**src/rtl/regfile_port_arbiter_if.sv**
```systemverilog
// Bus bundle between two requesters, the shared register file and the port arbiter.
// master: requester/register-file side; slave: the arbiter.
interface regfile_port_arbiter_if;
    logic        req_a;
    logic        we_a;
    logic [4:0]  dr_a;
    logic [4:0]  sr1_a;
    logic [4:0]  sr2_a;
    logic [31:0] wd_a;
    logic        gnt_a;

    logic        req_b;
    logic        we_b;
    logic [4:0]  dr_b;
    logic [4:0]  sr1_b;
    logic [4:0]  sr2_b;
    logic [31:0] wd_b;
    logic        lock_b;
    logic        gnt_b;

    logic        RegW;
    logic [4:0]  DR;
    logic [4:0]  SR1;
    logic [4:0]  SR2;
    logic [31:0] Reg_In;
    logic [31:0] ReadReg1;
    logic [31:0] ReadReg2;

    logic        rvalid_a;
    logic        rvalid_b;
    logic [31:0] rdata1;
    logic [31:0] rdata2;

    modport master (
        output req_a, we_a, dr_a, sr1_a, sr2_a, wd_a,
        output req_b, we_b, dr_b, sr1_b, sr2_b, wd_b, lock_b,
        output ReadReg1, ReadReg2,
        input  gnt_a, gnt_b, RegW, DR, SR1, SR2, Reg_In,
        input  rvalid_a, rvalid_b, rdata1, rdata2
    );

    modport slave (
        input  req_a, we_a, dr_a, sr1_a, sr2_a, wd_a,
        input  req_b, we_b, dr_b, sr1_b, sr2_b, wd_b, lock_b,
        input  ReadReg1, ReadReg2,
        output gnt_a, gnt_b, RegW, DR, SR1, SR2, Reg_In,
        output rvalid_a, rvalid_b, rdata1, rdata2
    );
endinterface

```
**src/rtl/regfile_port_arbiter.sv**
```systemverilog
// Arbitrates one register-file transaction per cycle between requester A (priority) and B,
// with B anti-starvation, locked B bursts, write-first read forwarding and r0 protection.
module regfile_port_arbiter #(
    parameter int unsigned MAX_WAIT  = 4,
    parameter int unsigned MAX_BURST = 8,
    parameter bit          ZERO_R0   = 1'b1
) (
    input logic                   CLK,
    input logic                   RST_N,
    regfile_port_arbiter_if.slave bus
);
    localparam int unsigned WW = (MAX_WAIT < 1) ? 1 : $clog2(MAX_WAIT + 1);
    localparam int unsigned BW = (MAX_BURST < 1) ? 1 : $clog2(MAX_BURST + 1);
    localparam logic [WW-1:0] WaitMax  = WW'(MAX_WAIT);
    localparam logic [BW-1:0] BurstMax = BW'(MAX_BURST);

    typedef enum logic [0:0] {StArb, StBurst} state_t;

    state_t        state_q, state_d;
    logic [WW-1:0] wait_q, wait_d;
    logic [BW-1:0] burst_q, burst_d;
    logic          gnt_a, gnt_b;

    logic        sel_we;
    logic [4:0]  sel_dr, sel_sr1, sel_sr2;
    logic [31:0] sel_wd;
    logic        reg_w;

    logic        rvalid_a_q, rvalid_b_q;
    logic        fwd_we_q;
    logic [4:0]  fwd_dr_q, fwd_sr1_q, fwd_sr2_q;
    logic [31:0] fwd_wd_q;
    logic [31:0] rdata1_q, rdata2_q;
    logic [31:0] rd1, rd2;
    logic        rvalid_any;

    always_comb begin
        state_d = state_q;
        wait_d  = wait_q;
        burst_d = burst_q;
        gnt_a   = 1'b0;
        gnt_b   = 1'b0;
        unique case (state_q)
            StArb: begin
                if (bus.req_b && wait_q == WaitMax) begin
                    gnt_b = 1'b1;
                end else if (bus.req_a) begin
                    gnt_a = 1'b1;
                end else if (bus.req_b) begin
                    gnt_b = 1'b1;
                end
                if (gnt_b && bus.lock_b && MAX_BURST > 1) begin
                    state_d = StBurst;
                    burst_d = BW'(1);
                end
            end
            StBurst: begin
                // A is stalled for the whole burst; the limiting beat is still granted.
                gnt_b = bus.req_b;
                if (gnt_b) begin
                    burst_d = burst_q + BW'(1);
                end
                if (!bus.lock_b || !bus.req_b || burst_d == BurstMax) begin
                    state_d = StArb;
                    burst_d = '0;
                end
            end
            default: state_d = StArb;
        endcase
        if (!bus.req_b || gnt_b) begin
            wait_d = '0;
        end else if (wait_q != WaitMax) begin
            wait_d = wait_q + WW'(1);
        end
    end

    always_comb begin
        sel_we  = 1'b0;
        sel_dr  = '0;
        sel_sr1 = '0;
        sel_sr2 = '0;
        sel_wd  = '0;
        if (gnt_a) begin
            sel_we  = bus.we_a;
            sel_dr  = bus.dr_a;
            sel_sr1 = bus.sr1_a;
            sel_sr2 = bus.sr2_a;
            sel_wd  = bus.wd_a;
        end else if (gnt_b) begin
            sel_we  = bus.we_b;
            sel_dr  = bus.dr_b;
            sel_sr1 = bus.sr1_b;
            sel_sr2 = bus.sr2_b;
            sel_wd  = bus.wd_b;
        end
        reg_w = sel_we && !(ZERO_R0 && sel_dr == '0);
    end

    // Register file returns the pre-write value on a same-cycle hit, so patch it here.
    always_comb begin
        rd1 = bus.ReadReg1;
        rd2 = bus.ReadReg2;
        if (fwd_we_q && fwd_sr1_q == fwd_dr_q) rd1 = fwd_wd_q;
        if (fwd_we_q && fwd_sr2_q == fwd_dr_q) rd2 = fwd_wd_q;
        if (ZERO_R0 && fwd_sr1_q == '0) rd1 = '0;
        if (ZERO_R0 && fwd_sr2_q == '0) rd2 = '0;
    end

    assign rvalid_any = rvalid_a_q | rvalid_b_q;

    always_ff @(posedge CLK or negedge RST_N) begin
        if (!RST_N) begin
            state_q    <= StArb;
            wait_q     <= '0;
            burst_q    <= '0;
            rvalid_a_q <= 1'b0;
            rvalid_b_q <= 1'b0;
            fwd_we_q   <= 1'b0;
            fwd_dr_q   <= '0;
            fwd_sr1_q  <= '0;
            fwd_sr2_q  <= '0;
            fwd_wd_q   <= '0;
            rdata1_q   <= '0;
            rdata2_q   <= '0;
        end else begin
            state_q    <= state_d;
            wait_q     <= wait_d;
            burst_q    <= burst_d;
            rvalid_a_q <= gnt_a;
            rvalid_b_q <= gnt_b;
            if (gnt_a || gnt_b) begin
                fwd_we_q  <= reg_w;
                fwd_dr_q  <= sel_dr;
                fwd_sr1_q <= sel_sr1;
                fwd_sr2_q <= sel_sr2;
                fwd_wd_q  <= sel_wd;
            end
            if (rvalid_any) begin
                rdata1_q <= rd1;
                rdata2_q <= rd2;
            end
        end
    end

    assign bus.gnt_a    = gnt_a;
    assign bus.gnt_b    = gnt_b;
    assign bus.RegW     = reg_w;
    assign bus.DR       = sel_dr;
    assign bus.SR1      = sel_sr1;
    assign bus.SR2      = sel_sr2;
    assign bus.Reg_In   = sel_wd;
    assign bus.rvalid_a = rvalid_a_q;
    assign bus.rvalid_b = rvalid_b_q;
    assign bus.rdata1   = rvalid_any ? rd1 : rdata1_q;
    assign bus.rdata2   = rvalid_any ? rd2 : rdata2_q;
endmodule

```
**src/flat_wrapper.sv**
```systemverilog
// flat-port wrapper written by rule: the top's interface ports become plain ports
module regfile_port_arbiter_flat 
#(
    parameter int unsigned MAX_WAIT  = 4,
    parameter int unsigned MAX_BURST = 8,
    parameter bit          ZERO_R0   = 1'b1
)
  (CLK, RST_N, bus_req_a, bus_we_a, bus_dr_a, bus_sr1_a, bus_sr2_a, bus_wd_a, bus_req_b, bus_we_b, bus_dr_b, bus_sr1_b, bus_sr2_b, bus_wd_b, bus_lock_b, bus_ReadReg1, bus_ReadReg2, bus_gnt_a, bus_gnt_b, bus_RegW, bus_DR, bus_SR1, bus_SR2, bus_Reg_In, bus_rvalid_a, bus_rvalid_b, bus_rdata1, bus_rdata2);
  regfile_port_arbiter_if bus_i ();
  input logic CLK;
  input logic RST_N;
  input wire logic [$bits(bus_i.req_a)-1:0] bus_req_a;
  input wire logic [$bits(bus_i.we_a)-1:0] bus_we_a;
  input wire logic [$bits(bus_i.dr_a)-1:0] bus_dr_a;
  input wire logic [$bits(bus_i.sr1_a)-1:0] bus_sr1_a;
  input wire logic [$bits(bus_i.sr2_a)-1:0] bus_sr2_a;
  input wire logic [$bits(bus_i.wd_a)-1:0] bus_wd_a;
  input wire logic [$bits(bus_i.req_b)-1:0] bus_req_b;
  input wire logic [$bits(bus_i.we_b)-1:0] bus_we_b;
  input wire logic [$bits(bus_i.dr_b)-1:0] bus_dr_b;
  input wire logic [$bits(bus_i.sr1_b)-1:0] bus_sr1_b;
  input wire logic [$bits(bus_i.sr2_b)-1:0] bus_sr2_b;
  input wire logic [$bits(bus_i.wd_b)-1:0] bus_wd_b;
  input wire logic [$bits(bus_i.lock_b)-1:0] bus_lock_b;
  input wire logic [$bits(bus_i.ReadReg1)-1:0] bus_ReadReg1;
  input wire logic [$bits(bus_i.ReadReg2)-1:0] bus_ReadReg2;
  output wire logic [$bits(bus_i.gnt_a)-1:0] bus_gnt_a;
  output wire logic [$bits(bus_i.gnt_b)-1:0] bus_gnt_b;
  output wire logic [$bits(bus_i.RegW)-1:0] bus_RegW;
  output wire logic [$bits(bus_i.DR)-1:0] bus_DR;
  output wire logic [$bits(bus_i.SR1)-1:0] bus_SR1;
  output wire logic [$bits(bus_i.SR2)-1:0] bus_SR2;
  output wire logic [$bits(bus_i.Reg_In)-1:0] bus_Reg_In;
  output wire logic [$bits(bus_i.rvalid_a)-1:0] bus_rvalid_a;
  output wire logic [$bits(bus_i.rvalid_b)-1:0] bus_rvalid_b;
  output wire logic [$bits(bus_i.rdata1)-1:0] bus_rdata1;
  output wire logic [$bits(bus_i.rdata2)-1:0] bus_rdata2;
  assign bus_i.req_a = bus_req_a;
  assign bus_i.we_a = bus_we_a;
  assign bus_i.dr_a = bus_dr_a;
  assign bus_i.sr1_a = bus_sr1_a;
  assign bus_i.sr2_a = bus_sr2_a;
  assign bus_i.wd_a = bus_wd_a;
  assign bus_i.req_b = bus_req_b;
  assign bus_i.we_b = bus_we_b;
  assign bus_i.dr_b = bus_dr_b;
  assign bus_i.sr1_b = bus_sr1_b;
  assign bus_i.sr2_b = bus_sr2_b;
  assign bus_i.wd_b = bus_wd_b;
  assign bus_i.lock_b = bus_lock_b;
  assign bus_i.ReadReg1 = bus_ReadReg1;
  assign bus_i.ReadReg2 = bus_ReadReg2;
  assign bus_gnt_a = bus_i.gnt_a;
  assign bus_gnt_b = bus_i.gnt_b;
  assign bus_RegW = bus_i.RegW;
  assign bus_DR = bus_i.DR;
  assign bus_SR1 = bus_i.SR1;
  assign bus_SR2 = bus_i.SR2;
  assign bus_Reg_In = bus_i.Reg_In;
  assign bus_rvalid_a = bus_i.rvalid_a;
  assign bus_rvalid_b = bus_i.rvalid_b;
  assign bus_rdata1 = bus_i.rdata1;
  assign bus_rdata2 = bus_i.rdata2;
  regfile_port_arbiter #(.MAX_WAIT(MAX_WAIT), .MAX_BURST(MAX_BURST), .ZERO_R0(ZERO_R0)) u_core (.CLK(CLK), .RST_N(RST_N), .bus(bus_i));
endmodule
```
**config.mk**
```make
export PLATFORM = sky130hd
export DESIGN_NAME = regfile_port_arbiter_flat
export DESIGN_NICKNAME = d
export VERILOG_FILES = /design/src/rtl/regfile_port_arbiter_if.sv /design/src/rtl/regfile_port_arbiter.sv /design/src/flat_wrapper.sv
export SDC_FILE = /design/constraint.sdc
export NUM_CORES = 1
export LEC_CHECK = 0
export BUFFER_PORTS_ARGS = -buffer_cell sky130_fd_sc_hd__buf_4
export CAP_MARGIN = 15
export CORE_AREA = 5 5 121 123
export DETAILED_ROUTE_END_ITERATION = 10
export DIE_AREA = 0 0 126 128
export GPL_TIMING_DRIVEN = 0
export PLACE_DENSITY = 0.86
export SYNTH_ARGS = -nofsm -noshare
export SYNTH_HDL_FRONTEND = slang
export SYNTH_SLANG_ARGS = --single-unit
export TNS_END_PERCENT = 1
```
**constraint.sdc**
```tcl
create_clock -name CLK -period 3.4 [get_ports CLK]
set_clock_uncertainty 0.1 [all_clocks]
set_input_delay 0.17 -clock CLK [delete_from_list [all_inputs] [get_ports CLK]]
set_output_delay 0.17 -clock CLK [all_outputs]
set_load 0.005 [all_outputs]
```
==> tab_implementation.tex <==
\begin{tabular}{lr}
\hline
Metric & Value \\
\hline
\multicolumn{2}{l}{\textbf{CTS}} \\
Gates resized, CTS repair & 0 \\
Worst skew pair latency & 0.42 ns \\
CTS tree & yes \\
Cell chosen for the clock root & clkbuf\_16 \\
Number of buffers added by the clock tree synthesis step & 17 \\
Post-CTS Repair Setup Buffers & 0 \\
Clock-pin slew of the registers on the worst-case setup and hold paths & 0.05 ns \\
Count of clock tree sinks & 122 \\
Max H-tree Level & 4 \\
Number of buffers on the longest clock path & 2 \\
\multicolumn{2}{l}{\textbf{Placed design}} \\
Count of placed standard cells including taps & 1,160 \\
Port bufs & 280 \\
Setup slack after placement & 1.03 ns \\
Estimated wirelength of the detail-placed design & 18,000 um \\
Routability congestion estimate from global placement & 0.887 \\
Area of placed instances & 9020 sq um \\
\multicolumn{2}{l}{\textbf{STA}} \\
RSZ-0062 raised after global routing & false \\
Period minus WS final & 2.91 ns \\
Worst slew pin tran & 0.651 ns \\
Final clock period utilization by the worst path & 85.5\% \\
Number of endpoints failing setup at the final stage & 0 \\
PnR worst setup slack & 0.493 ns \\
Max-slew violations & 0 \\
Final hold viol count & 0 \\
Worst hold margin & 0.0163 ns \\
Relative max-transition margin & 56.6\% \\
Setup\_tns & 0 ns \\
Fmax achieved & 344 MHz \\
\multicolumn{2}{l}{\textbf{Synth}} \\
Fraction of synthesized cell area in xor and xnor cells & 1.71\% \\
Post-synthesis cell type with the largest combined area & dfrtp\_1 \\
Simple-gate area share of the yosys netlist & 21.3\% \\
Compound-cell area share of the yosys netlist & 17.7\% \\
Post-synthesis cell area & 6660 sq um \\
Largest family of logic cells by synthesized area & simple AND/OR/NAND/NOR gates \\
Distinct cell type count after synthesis & 40 \\
Adder and majority gate portion of the synthesized area & 0.564\% \\
Syn\_nets & 867 \\
Synthesized area per cell & 9.52 sq um \\
Area share of the largest cell type after synthesis & 45.9\% \\
Post-synthesis instance total & 699 \\
Ys Warns & 0 \\
Sequential cell area fraction in the yosys report & 45.9\% \\
Share of cell area taken by muxes after synthesis & 6.62\% \\
Ranking of synthesized cells by area & dfrtp\_1, o211ai\_2, nand2\_1 \\
Number of synthesized register bits & 122 \\
\multicolumn{2}{l}{\textbf{Global route}} \\
Maximum number of pins on one net before global-route repair & 72 \\
Overall routing resource usage & 31.8\% \\
Global-route wire length before repair & 40,400 um \\
Via count of the first global-routing pass & 7,723 \\
Remaining global-route overflow & 0 \\
Initial antenna violation count & 0 \\
\multicolumn{2}{l}{\textbf{Critical path}} \\
Worst endpoint data arrival time & 2.64 ns \\
Type of the worst setup path & flip-flop to output pin \\
Sort of element at the end of the critical path & output pin \\
Critical-path maximum fanout & 10 \\
Critical Path RT & 3.13 ns \\
Element type at the critical path start & flip-flop \\
\multicolumn{2}{l}{\textbf{Routing}} \\
Drt wl/cell & 20.3 um \\
Residual antenna-violating net count after detailed routing & 0 \\
Highest routed layer & met4 \\
Met3 WL post-DR & 2030 um \\
Number of detailed-routing iterations run before antenna repair & 5 \\
Number of design-rule violations left by the first detailed-router iteration & 717 \\
Avg Vias per Cell & 5.72 \\
Detailed-route wire length on metal 1 & 9580 um \\
DR DRC count & 0 \\
Vias & 7,352 \\
Total length of routed met2 wires & 13,600 um \\
Final Routed Wirelength & 26,100 um \\
\multicolumn{2}{l}{\textbf{Power}} \\
Power per standard cell area & 467 nW/um\^{}2 \\
Leakage power total & 5.06 nW \\
Worst ir drop on vdd & 0.353 mV \\
Total power & 4.93 mW \\
\multicolumn{2}{l}{\textbf{Die}} \\
Rows & 43 \\
Die X-Extent & 126 um \\
Placeable core region & 13,600 sq um \\
Effective utilization at floorplan & 49.1\% \\
Boundary Pins & 281 \\
Die outline area & 16,100 sq um \\
Die H & 128 um \\
\multicolumn{2}{l}{\textbf{Layout}} \\
Area growth syn-to-layout & 58.6\% \\
Number of inserted filler cells in the final layout & 814 \\
Fin cells & 1,285 \\
Combined flip-flop and latch cell area & 3050 sq um \\
Final core utilization & 77.9\% \\
\# nets final & 1,264 \\
Layout cells sized above 1 & 36.1\% \\
Multi-input combinational cell area & 3190 sq um \\
Diode count & 0 \\
Final non-filler cell area & 10,600 sq um \\
\multicolumn{2}{l}{\textbf{Run}} \\
Max-cap violations & 0 \\
\multicolumn{2}{l}{\textbf{Run status}} \\
Run status & complete, no violations \\
\multicolumn{2}{l}{\textbf{Hold path}} \\
Tightest Hold Check Type & primary input to flip-flop \\
\hline
\end{tabular}
## per-layer routing
metal  up-vias  track usage (%)
met4         0             13.8
met5         -                0
met3        92             8.54
li1       3268                -
met2       444             55.6
met1      3548             36.9
## report_power, final
group,leakage (nW),internal (mW),switching [mW]
Sequential,1.45,1.65,0.133
Combinational,3.33,0.674,0.712
Clock,0.278,1.16,0.601
Total,5.06,3.48,1.45
## synth_stat cells (all sizes together)
cell,count
o2111ai,1
xor2,9
buf,27
o211ai,64
mux2i,44
and2,4
a21boi,1
or2,2
nor2b,1
xnor2,4
nand3,2
a41oi,1
nand2b,1
and3,1
nor3,5
o31ai,1
a22o,4
o31a,1
a221oi,1
inv,7
nand2,138
ha,3
dfrtp,122
nand4,65
nor2,93
a21o,3
o22ai,5
clkbuf,36
a21oi,48
nor4,3
o21ai,2
## sequential cells by signal (all words and copies together), names as in the netlist
name / flops
u_core.burst_q: 4
u_core.rdata1_q: 32
u_core.fwd_we_q: 1
u_core.fwd_dr_q: 5
u_core.fwd_wd_q: 32
u_core.fwd_sr1_q: 5
u_core.rdata2_q: 32
u_core.bus.rvalid_a: 1
u_core.state_q: 1
u_core.bus.rvalid_b: 1
u_core.wait_q: 3
u_core.fwd_sr2_q: 5
## critical path, stage by stage (launching register included)
cell and delay, ns:
dfrtp_1 0.37, nor2_1 0.31, clkbuf_1 0.55, clkbuf_1 0.54
nand2_1 0.17, o211ai_2 0.12, buf_4 0.15
## layout by cell type (no fill, tap or decap), types with 2 or more instances in the layout
cell type / Yosys / layout
a21o_1: 3 / 3
a21oi_1: 46 / 46
a21oi_2: 2 / 2
a22o_1: 4 / 4
and2_1: 4 / 4
buf_12: 6 / 6
buf_2: 13 / 13
buf_4: 5 / 284
buf_6: 2 / 3
bufinv_16: 0 / 2
clkbuf_1: 36 / 40
clkbuf_16: 0 / 17
clkbuf_8: 0 / 5
dfrtp_1: 122 / 122
dlygate4sd3_1: 0 / 97
ha_1: 3 / 3
inv_1: 6 / 6
mux2i_1: 44 / 44
nand2_1: 138 / 138
nand3_1: 2 / 2
nand4_1: 65 / 65
nor2_1: 93 / 93
nor3_1: 5 / 5
nor4_4: 2 / 2
o211ai_1: 4 / 4
o211ai_2: 60 / 60
o21ai_0: 2 / 2
o22ai_1: 5 / 5
xnor2_1: 4 / 4
xor2_1: 9 / 9
## final timing paths
path / startpoint / end / slack [ns] / cells past startpoint
max in group asynchronous: RST_N / u_core.burst_q[3] / 2.29 / 3
min in group asynchronous: RST_N / u_core.rdata2_q[7] / 0.17 / 2
min: bus_wd_a[8] / u_core.fwd_wd_q[8] / 0.02 / 3
max reg2reg: u_core.wait_q[0] / u_core.fwd_wd_q[29] / 0.83 / 9
max: u_core.bus.rvalid_b / bus_rdata2[18] / 0.49 / 6
min reg2reg: u_core.wait_q[0] / u_core.wait_q[0] / 0.37 / 1
## cell families after synthesis
group	count (synthesis)
muxes	44
and+or+nand+nor	315
xor gates and xnor gates	13
buffers and inverters	70
DFF	122
AOI/OAI and AO/OA	132
adders and majority gates	3
## layout make-up
type                            count  share of cell area (%)
Multi-Input combinational cell    507                    30.3
Timing Repair Buffer              378                    29.4
Sequential cell                   122                    28.9
Clock buffer                       26                    4.82
Buffer                             63                    3.64
Tap cell                          180                    2.13
Clock inverter                      2                   0.569
Inverter                            7                   0.249
## repair_timing
| action | in CTS | in global routing |
|---|---|---|
| hold buffers | 96 | 1 |
| setup endpoints to repair | 0 | 0 |
| hold endpoints to repair | 134 | 1 |
No activity file was read; power rests on OpenSTA's default activity.
